**src/rtl/mode_sequencer.sv**
```systemverilog
// Clock mode sequencer: debounced three-button set-mode FSM with alarm arming and ringing.
// Optional feature: define AUTO_REPEAT_EN for b2 auto-repeat while held in a set state.
module mode_sequencer #(
  parameter int DEB_CYCLES     = 8,
  parameter int TIMEOUT_CYCLES = 1000,
  parameter int BLINK_CYCLES   = 50,
  parameter int REPEAT_CYCLES  = 20
) (
  input  logic clock,
  input  logic reset,
  input  logic b1,
  input  logic b2,
  input  logic b3,
  input  logic alarm_match,
  output logic set_time,
  output logic set_alarm,
  output logic field,
  output logic inc,
  output logic alarm_en,
  output logic led
);

  localparam int DW = $clog2(DEB_CYCLES + 1);
  localparam int TW = $clog2(TIMEOUT_CYCLES + 1);
  localparam int BW = $clog2(BLINK_CYCLES + 1);

  if (DEB_CYCLES < 1 || TIMEOUT_CYCLES < 1 || BLINK_CYCLES < 1 || REPEAT_CYCLES < 1) begin : g_bad_param
    $error("mode_sequencer: cycle parameters must be at least 1");
  end

  typedef enum logic [2:0] {
    RUN    = 3'd0,
    T_HOUR = 3'd1,
    T_MIN  = 3'd2,
    A_HOUR = 3'd3,
    A_MIN  = 3'd4,
    RING   = 3'd5
  } state_t;

  logic [2:0]    btn_s;
  logic [2:0]    meta_r, sync_r, prev_r, level_r, arm_r, press_r;
  logic [DW-1:0] cnt_r [3];

  assign btn_s = {b3, b2, b1};

  // Synchronize, run-length debounce, and emit armed rising-edge press pulses.
  // arm_r stays low until a stable 0 is seen, so a button held through reset cannot fire.
  always_ff @(posedge clock or negedge reset) begin
    if (!reset) begin
      meta_r  <= 3'b000;
      sync_r  <= 3'b000;
      prev_r  <= 3'b000;
      level_r <= 3'b000;
      arm_r   <= 3'b000;
      press_r <= 3'b000;
      for (int i = 0; i < 3; i++) begin
        cnt_r[i] <= '0;
      end
    end else begin
      meta_r <= btn_s;
      sync_r <= meta_r;
      prev_r <= sync_r;
      for (int i = 0; i < 3; i++) begin
        if (sync_r[i] != prev_r[i]) begin
          cnt_r[i] <= DW'(1);
        end else if (cnt_r[i] != DW'(DEB_CYCLES)) begin
          cnt_r[i] <= cnt_r[i] + DW'(1);
        end else begin
          cnt_r[i] <= cnt_r[i];
        end
        if (cnt_r[i] == DW'(DEB_CYCLES)) begin
          level_r[i] <= prev_r[i];
          arm_r[i]   <= arm_r[i] | ~prev_r[i];
          press_r[i] <= prev_r[i] & ~level_r[i] & arm_r[i];
        end else begin
          level_r[i] <= level_r[i];
          arm_r[i]   <= arm_r[i];
          press_r[i] <= 1'b0;
        end
      end
    end
  end

  logic p1_s, p2_s, p3_s, rise_s;
  logic am_prev_r;
  state_t state_r, state_n;
  logic [TW-1:0] to_r, to_n;
  logic [BW-1:0] blink_r, blink_n;
  logic alarm_en_n, inc_n, led_n;
`ifdef AUTO_REPEAT_EN
  localparam int RW = $clog2(REPEAT_CYCLES + 1);
  logic [RW-1:0] rep_r, rep_n;
`endif

  assign p1_s   = press_r[0];
  assign p2_s   = press_r[1];
  assign p3_s   = press_r[2];
  assign rise_s = alarm_match & ~am_prev_r;

  // Next-state and next-output logic; pulse priority is b3 over b1 over b2.
  always_comb begin
    state_n    = state_r;
    alarm_en_n = alarm_en;
    inc_n      = 1'b0;
    to_n       = '0;
    blink_n    = '0;
    led_n      = alarm_en;
`ifdef AUTO_REPEAT_EN
    rep_n      = '0;
`endif
    case (state_r)
      RUN: begin
        if (p3_s) begin
          alarm_en_n = ~alarm_en;
        end else if (p1_s) begin
          state_n = T_HOUR;
        end else if (rise_s && alarm_en) begin
          state_n = RING;
        end else begin
          state_n = RUN;
        end
      end
      T_HOUR, T_MIN, A_HOUR, A_MIN: begin
        if (p3_s) begin
          state_n = RUN;
        end else if (p1_s) begin
          state_n = (state_r == T_HOUR) ? T_MIN :
                    (state_r == T_MIN)  ? A_HOUR :
                    (state_r == A_HOUR) ? A_MIN : RUN;
        end else if (p2_s) begin
          inc_n = 1'b1;
`ifdef AUTO_REPEAT_EN
        end else if (level_r[1] && rep_r == RW'(REPEAT_CYCLES - 1)) begin
          inc_n = 1'b1;
`endif
        end else if (to_r == TW'(TIMEOUT_CYCLES - 1)) begin
          state_n = RUN;
        end else begin
          to_n = to_r + TW'(1);
`ifdef AUTO_REPEAT_EN
          rep_n = level_r[1] ? rep_r + RW'(1) : RW'(0);
`endif
        end
      end
      RING: begin
        if (p3_s) begin
          state_n = RUN;
        end else begin
          state_n = RING;
        end
      end
      default: begin
        state_n = RUN;
      end
    endcase

    if (state_n == RING) begin
      if (state_r != RING) begin
        led_n   = 1'b1;
        blink_n = '0;
      end else if (blink_r == BW'(BLINK_CYCLES - 1)) begin
        led_n   = ~led;
        blink_n = '0;
      end else begin
        led_n   = led;
        blink_n = blink_r + BW'(1);
      end
    end else begin
      led_n   = alarm_en_n;
      blink_n = '0;
    end
  end

  // FSM state, counters and registered outputs.
  always_ff @(posedge clock or negedge reset) begin
    if (!reset) begin
      state_r   <= RUN;
      to_r      <= '0;
      blink_r   <= '0;
      am_prev_r <= 1'b0;
      set_time  <= 1'b0;
      set_alarm <= 1'b0;
      field     <= 1'b0;
      inc       <= 1'b0;
      alarm_en  <= 1'b0;
      led       <= 1'b0;
`ifdef AUTO_REPEAT_EN
      rep_r     <= '0;
`endif
    end else begin
      state_r   <= state_n;
      to_r      <= to_n;
      blink_r   <= blink_n;
      am_prev_r <= alarm_match;
      set_time  <= (state_n == T_HOUR) || (state_n == T_MIN);
      set_alarm <= (state_n == A_HOUR) || (state_n == A_MIN);
      field     <= (state_n == T_MIN) || (state_n == A_MIN);
      inc       <= inc_n;
      alarm_en  <= alarm_en_n;
      led       <= led_n;
`ifdef AUTO_REPEAT_EN
      rep_r     <= rep_n;
`endif
    end
  end

endmodule
```
**config.mk**
```make
export PLATFORM = sky130hd
export DESIGN_NAME = mode_sequencer
export DESIGN_NICKNAME = d
export VERILOG_FILES = /design/src/rtl/mode_sequencer.sv
export SDC_FILE = /design/constraint.sdc
export NUM_CORES = 1
export LEC_CHECK = 0
export CAP_MARGIN = 20
export CORE_AREA = 2 2 114 72
export DETAILED_ROUTE_END_ITERATION = 16
export DIE_AREA = 0 0 116 74
export SLEW_MARGIN = 20
export SYNTH_ARGS = -nofsm -noshare
export SYNTH_HDL_FRONTEND = slang
export SYNTH_SLANG_ARGS = --single-unit
```
**constraint.sdc**
```tcl
create_clock -name clock -period 1.94 [get_ports clock]
set_input_delay 0.291 -clock clock [delete_from_list [all_inputs] [get_ports clock]]
set_output_delay 0.291 -clock clock [all_outputs]
set_load 0.02 [all_outputs]
```
Yosys cells after proc, flatten, opt, wreduce, memory -nomap -nowiden
Cells that the tools add are included.
{"block": "op_classes", "addsub": 5, "n_eq_ne": 23, "muxes": 38, "bitwise": 19, "n_reduce_logical": 9}
{"operator": "$mux 10", "n": 5}
{"operator": "$mux 3", "n": 11}
{"operator": "$mux 4", "n": 6}
{"operator": "$mux 6", "n": 3}
{"operator": "$add 4x1->4 const B", "n": 3}
{"operator": "$eq 3x2->1 const B", "n": 4}
{"operator": "$eq 3x3->1 const B", "n": 4}
{"operator": "$eq 4x4->1 const B", "n": 3}
{"operator": "$mux 1", "n": 12}
{"operator": "$ne 4x4->1 const B", "n": 3}
{"operator": "$add 10x1->10 const B", "n": 1}
{"operator": "$eq 10x10->1 const B", "n": 1}
{"operator": "$not 1->1", "n": 9}
{"operator": "$pmux 3 s3", "n": 1}
{"operator": "$and 1x1->1", "n": 7}
{"operator": "$add 6x1->6 const B", "n": 1}
{"operator": "$eq 3x1->1 const B", "n": 2}
{"operator": "$eq 6x6->1 const B", "n": 1}
{"operator": "$reduce_bool 2->1", "n": 3}
{"operator": "$reduce_or 4->1", "n": 1}
{"operator": "$logic_not 3->1", "n": 1}
{"operator": "$logic_or 1x1->1", "n": 3}
{"operator": "$ne 1x1->1", "n": 3}
{"operator": "$ne 3x1->1 const B", "n": 1}
{"operator": "other kinds (3)", "n": 5}
{"block": "totals", "ff_bits": 56, "input_bits": 6}

Depth between registers and ports, before layout
{"block": "depth", "depth_word": 9, "depth_mapped": 7, "depth_no_buf": 6}

Least setup slack after synthesis
OpenSTA, ideal clock, no wires.
{"block": "synth_timing", "kind": "register to register", "startpoint": "register to_r[4]", "endpoint": "register led", "setup_ps": 120, "arrival_ps": 1528, "path_slack_ps": 292, "path_stages_with_launch": 6, "path_buffers": 0, "cell_sequence": "dfrtp_1 -> or4b_1 -> nor4_4 -> o22ai_1 -> and3_4 -> a31o_1"}
{"block": "synth_between", "elab_chain_len": 8, "elab_cells_between_ends": 9, "classes_between": "3 x eq/ne; 6 x mux"}
{"item": "start: declaration", "line": "87", "rtl": "logic [TW-1:0] to_r, to_n;"}
{"item": "start signal: assignment", "line": "192", "rtl": "to_r <= to_n;"}
{"item": "$eq 10x10->1 *", "line": "136", "rtl": "end else if (to_r == TW'(TIMEOUT_CYCLES - 1)) begin"}
{"item": "$mux 3 *", "line": "136"}
{"item": "$mux 3 *", "line": "130", "rtl": "end else if (p2_s) begin"}
{"item": "$mux 3 *", "line": "126", "rtl": "end else if (p1_s) begin"}
{"item": "$mux 3 *", "line": "124", "rtl": "if (p3_s) begin"}
{"item": "$pmux 3 s3 *", "line": "111", "rtl": "case (state_r)"}
{"item": "named net state_n[2]", "line": "86", "rtl": "state_t state_r, state_n;"}
{"item": "$eq 3x3->1 *", "line": "157", "rtl": "if (state_n == RING) begin"}
{"item": "$ne 3x1->1 (no source line) or $mux 1 (tied branches)"}
{"item": "end signal: assignment", "line": "200", "rtl": "led <= led_n;"}
{"item": "end: declaration", "line": "20", "rtl": "output logic led"}
The timed path passes the listed nets; every way through them passes the cells marked *.
A chain may end at the register's enable or synchronous reset.

Final worst setup path
{"block": "layout_timing", "startpoint": "register to_r[0]", "endpoint": "register set_time"}
{"block": "layout_between", "elab_chain_len": 8, "elab_cells_between_ends": 9, "classes_between": "3 x eq/ne; 5 x mux; 1 x reduce/logical"}
{"item": "$eq 10x10->1 *", "line": "136"}
{"item": "$mux 3 *", "line": "136"}
{"item": "$mux 3 *", "line": "130"}
{"item": "$mux 3 *", "line": "126"}
{"item": "$mux 3 *", "line": "124"}
{"item": "$pmux 3 s3 *", "line": "111"}
{"item": "$eq 3x1->1 or $eq 3x2->1 (tied branches)", "line": "195", "rtl": "set_time <= (state_n == T_HOUR) || (state_n == T_MIN);"}
{"item": "$logic_or 1x1->1 *", "line": "195"}
{"item": "end signal: assignment", "line": "195"}
{"item": "end: declaration", "line": "15", "rtl": "output logic set_time,"}
Every way passes the cells marked *; elsewhere a longest branch is shown, timed or not.

==> results.tsv <==
metric	value	unit
synth.area.top_cells	sky130_fd_sc_hd__dfrtp_1 (55%), sky130_fd_sc_hd__xnor2_1 (4.5%), sky130_fd_sc_hd__xor2_1 (4.5%), sky130_fd_sc_hd__ha_1 (4.4%), sky130_fd_sc_hd__nor2_1 (3.5%)	
postPlaceCellArea	2813	µm²
setup.worst_path.class	flip-flop to flip-flop	
core_area	7570	µm²
arrival	2.04	ns
number_of_inserted_filler_cells_in_the_final_layout	731	
finalMaxSlewViolations	0	
post_synth_inst_count	224	
dieArea	8584	µm²
worst_slack_on_hold_paths	-0.01681	ns
synthFlopType	sky130_fd_sc_hd__dfrtp_1	
diodes	0	
comb_power_share	21.4	%
irDropWorstVdd	0.5070	mV
globalRoute.totalOverflow	0	
grt_start_max_net_pins	57	
clockPowerShare	29.2	%
yosys.area.top_type	sky130_fd_sc_hd__dfrtp_1	
worstSkewPairLatency	0.29	ns
wl	4014	µm
net-switching-power	905.7	µW
gp_congestion	0.8378	
cp_cell_sequence	ha_1 > nand2_1 > nor4_2 > nor4_1 > o21ai_1 > nor3b_2	
critPathBufInv	0	
initial_utilization	33.67	%
dieWidth	116	µm
yosysMostFrequentCell	sky130_fd_sc_hd__dfrtp_1	
yosysSeqAreaShare	54.98	%
grt_first_pass_wirelength	7051	µm
yosysWarningCount	0	
max-clock-path-buffers	2	
max_cap_viol_count	0	
design_area	2972	µm²
swShare	29.04	%
finalCritPeriodShare	96.35	%
clk_pin_slew_worst_paths	0.07	ns
timing.final.setup_violations	0	
power.static_leakage	0.001290	µW
ant_nets	0	
timing_hold_violations_final	10	
failed_checks	negative hold slack	
num_rows	25	
vias	1564	
grt_pass1_vias	1492	
remaining_drc_errors	0	
place_hpwl	2744	µm
clk_root_buffer_cell	sky130_fd_sc_hd__clkbuf_16	
synth_enable_flop_cells	0	
ioPinCount	12	
worst_path_max_delay_cell	sky130_fd_sc_hd__nor4_1	
final.setup_skew	0.005339	ns
startpoint_type_of_the_worst_setup_path	flip-flop	
tritoncts	yes	
numPortBuffers	11	
post_drt_via_cell_ratio	4.431	
post_cts_hold_buffer_count	0	
detail_route.iter0.violations	67	
timing.setup.tns	0	ns
maxClockFrequency	0.5350	GHz
dieHeight	74	µm
power.density	1050	nW/µm²
synthArstFlopShare	100.0	%
finish.net_count	259	
avgRoutedWirePerCell	11.37	µm
avgSynthCellArea	11.38	µm²
number_of_unique_standard_cell_types_used_by_synthesis	47	
detailedRoute.firstPassIterationCount	4	
tritoncts.num_buffers	5	
netlist_top_cells_count	sky130_fd_sc_hd__dfrtp_1 (56), sky130_fd_sc_hd__nor2_1 (24), sky130_fd_sc_hd__inv_1 (13), sky130_fd_sc_hd__xnor2_1 (13), sky130_fd_sc_hd__xor2_1 (13)	
run_status	finished with violations	
h-tree-depth	2	
timing.rr.start	to_r[0]	
seqPwrFrac	49.4	%
setup.worst_path.start	to_r[0]	
total_routing_usage_gr	10.45	%
worst-path-max-fanout	4	
netlist.area_leader.share	54.98	%
antenna_found_initial	0	
unrepaired_setup_endpoints_after_global_routing	no	
hold_class	primary input to asynchronous set/reset pin	
worst_path_largest_cell_delay	0.46	ns
fraction_of_layout_cells_with_a_size_suffix_above_1	14.69	%
register_bit_count_reported_by_yosys	56	
max_slew_margin	66.01	%
cp_top_family	simple AND/OR/NAND/NOR gates	
synth.net_count	239	
cts_sinks	56	
worst_pin_slew	0.5051	ns
regArea	1401	µm²
power.internal	2213	µW
worst-endpoint-required	2.11	ns
multi_input_area	1062	µm²
timing.reg2reg.setup_slack	0.07	ns
timing.critical_path.to_type	flip-flop	
areaGrowthSynthToFinish	16.59	%
layout_min_cycle_time	1.869	ns
mapped_area	2549	µm²
-- metal layers --
layer | vias to the layer above | track usage [%] | part of all wire (%)
met5 | - | 0 | 0
li1 | 794 | - | -
met2 | 27 | 14.17 | 38
met3 | 2 | 3.178 | 3.4
met1 | 741 | 16.12 | 58
met4 | 0 | 2.778 | 0.35
-- what timing repair did --
| action | 4_1_cts | 5_1_grt |
|---|---|---|
| setup endpoints to repair | 0 | 1 |
| gates resized for setup | 0 | 1 |
| setup buffers | 0 | 0 |
-- placed cells by master (no fill, tap or decap), types with 2 or more instances in the layout --
cell                              Yosys  routed
sky130_fd_sc_hd__a21oi_1              6       6
sky130_fd_sc_hd__and3_1               3       3
sky130_fd_sc_hd__buf_4                0       6
sky130_fd_sc_hd__clkbuf_16            0       5
sky130_fd_sc_hd__clkdlybuf4s50_1      0      10
sky130_fd_sc_hd__clkinvlp_4           0       2
sky130_fd_sc_hd__dfrtp_1             56      56
sky130_fd_sc_hd__ha_1                 9       9
sky130_fd_sc_hd__inv_1               13      13
sky130_fd_sc_hd__mux2_2               3       3
sky130_fd_sc_hd__nand2_1             10      10
sky130_fd_sc_hd__nand2b_1             3       3
sky130_fd_sc_hd__nand3_1              9       9
sky130_fd_sc_hd__nand3b_1             3       3
sky130_fd_sc_hd__nand4_1              2       2
sky130_fd_sc_hd__nor2_1              24      24
sky130_fd_sc_hd__nor2_2               9       9
sky130_fd_sc_hd__nor2_4               2       2
sky130_fd_sc_hd__nor2b_1              2       2
sky130_fd_sc_hd__nor3_1               6       6
sky130_fd_sc_hd__nor3b_1              3       3
sky130_fd_sc_hd__o21bai_1             3       3
sky130_fd_sc_hd__o22ai_1              2       2
sky130_fd_sc_hd__xnor2_1             13      13
sky130_fd_sc_hd__xor2_1              13      13
-- stage by stage --
step / total power (µW) / setup slack, ns / hold WS, ns / std cells / util (%)
2_1_floorplan: 2051 / 0.2925 / -0.004591 / 224 / -
3_3_place_gp: 2204 / 0.07891 / 0.3118 / 345 / 37.16
3_5_place_dp: 2224 / 0.09446 / 0.3146 / 345 / 37.16
4_1_cts: 3155 / 0.06777 / 0.001484 / 353 / 39.19
5_1_grt: 3325 / 0.02540 / 0.01679 / 353 / 39.26
6_report: 3119 / 0.07088 / -0.01681 / 353 / 39.26
-- worst paths after layout --
kind	end	cells after the start
max	set_time	6
min	meta_r[1]	2
max reg2reg	set_time	6
min reg2reg	sync_r[0]	0
max in group asynchronous	alarm_en	2
min in group clock	sync_r[0]	0
-- cells by family after synthesis --
group / after synthesis / synth area share, %
buf+inv: 18 / 3.535
xor+xnor: 26 / 8.935
fa+ha+maj: 9 / 4.418
simple gates: 89 / 20.23
flops: 56 / 54.98
compound gates: 22 / 6.186
mux: 4 / 1.718
-- power by group through the flow --
stage          sequential, µW  clock (µW)  combinational, µW
6_report                 1540         912                668
5_1_grt                  1570         995                760
4_1_cts                  1540         946                669
3_5_place_dp             1560           0                665
3_3_place_gp             1560           0                648
2_1_floorplan            1540           0                507
-- cell type report --
type	instances	share of cell area (%)
tap	108	4.547
clock inverter	2	0.5053
timing repair buffer	18	5.726
clock buffer	6	4.674
inverter	13	1.642
sequential	56	47.16
multi-input combinational	150	35.75
-- worst reg2reg max path, cell delays in order (launching register included) --
cell	delay (ns)
sky130_fd_sc_hd__dfrtp_1	0.43
sky130_fd_sc_hd__ha_1	0.27
sky130_fd_sc_hd__nand2_1	0.18
sky130_fd_sc_hd__nor4_2	0.09
sky130_fd_sc_hd__nor4_1	0.46
sky130_fd_sc_hd__o21ai_1	0.15
sky130_fd_sc_hd__nor3b_2	0.18
-- flip-flops by register name, indices dropped and copies added (netlist names) --
| register | flops |
|---|---|
| cnt_r | 12 |
| field | 1 |
| to_r | 10 |
| level_r | 3 |
| sync_r | 3 |
| arm_r | 3 |
| inc | 1 |
| prev_r | 3 |
| set_alarm | 1 |
| meta_r | 3 |
| alarm_en | 1 |
| state_r | 3 |
| led | 1 |
| am_prev_r | 1 |
| set_time | 1 |
| press_r | 3 |
| blink_r | 6 |
(Power assumes the default switching activity.)
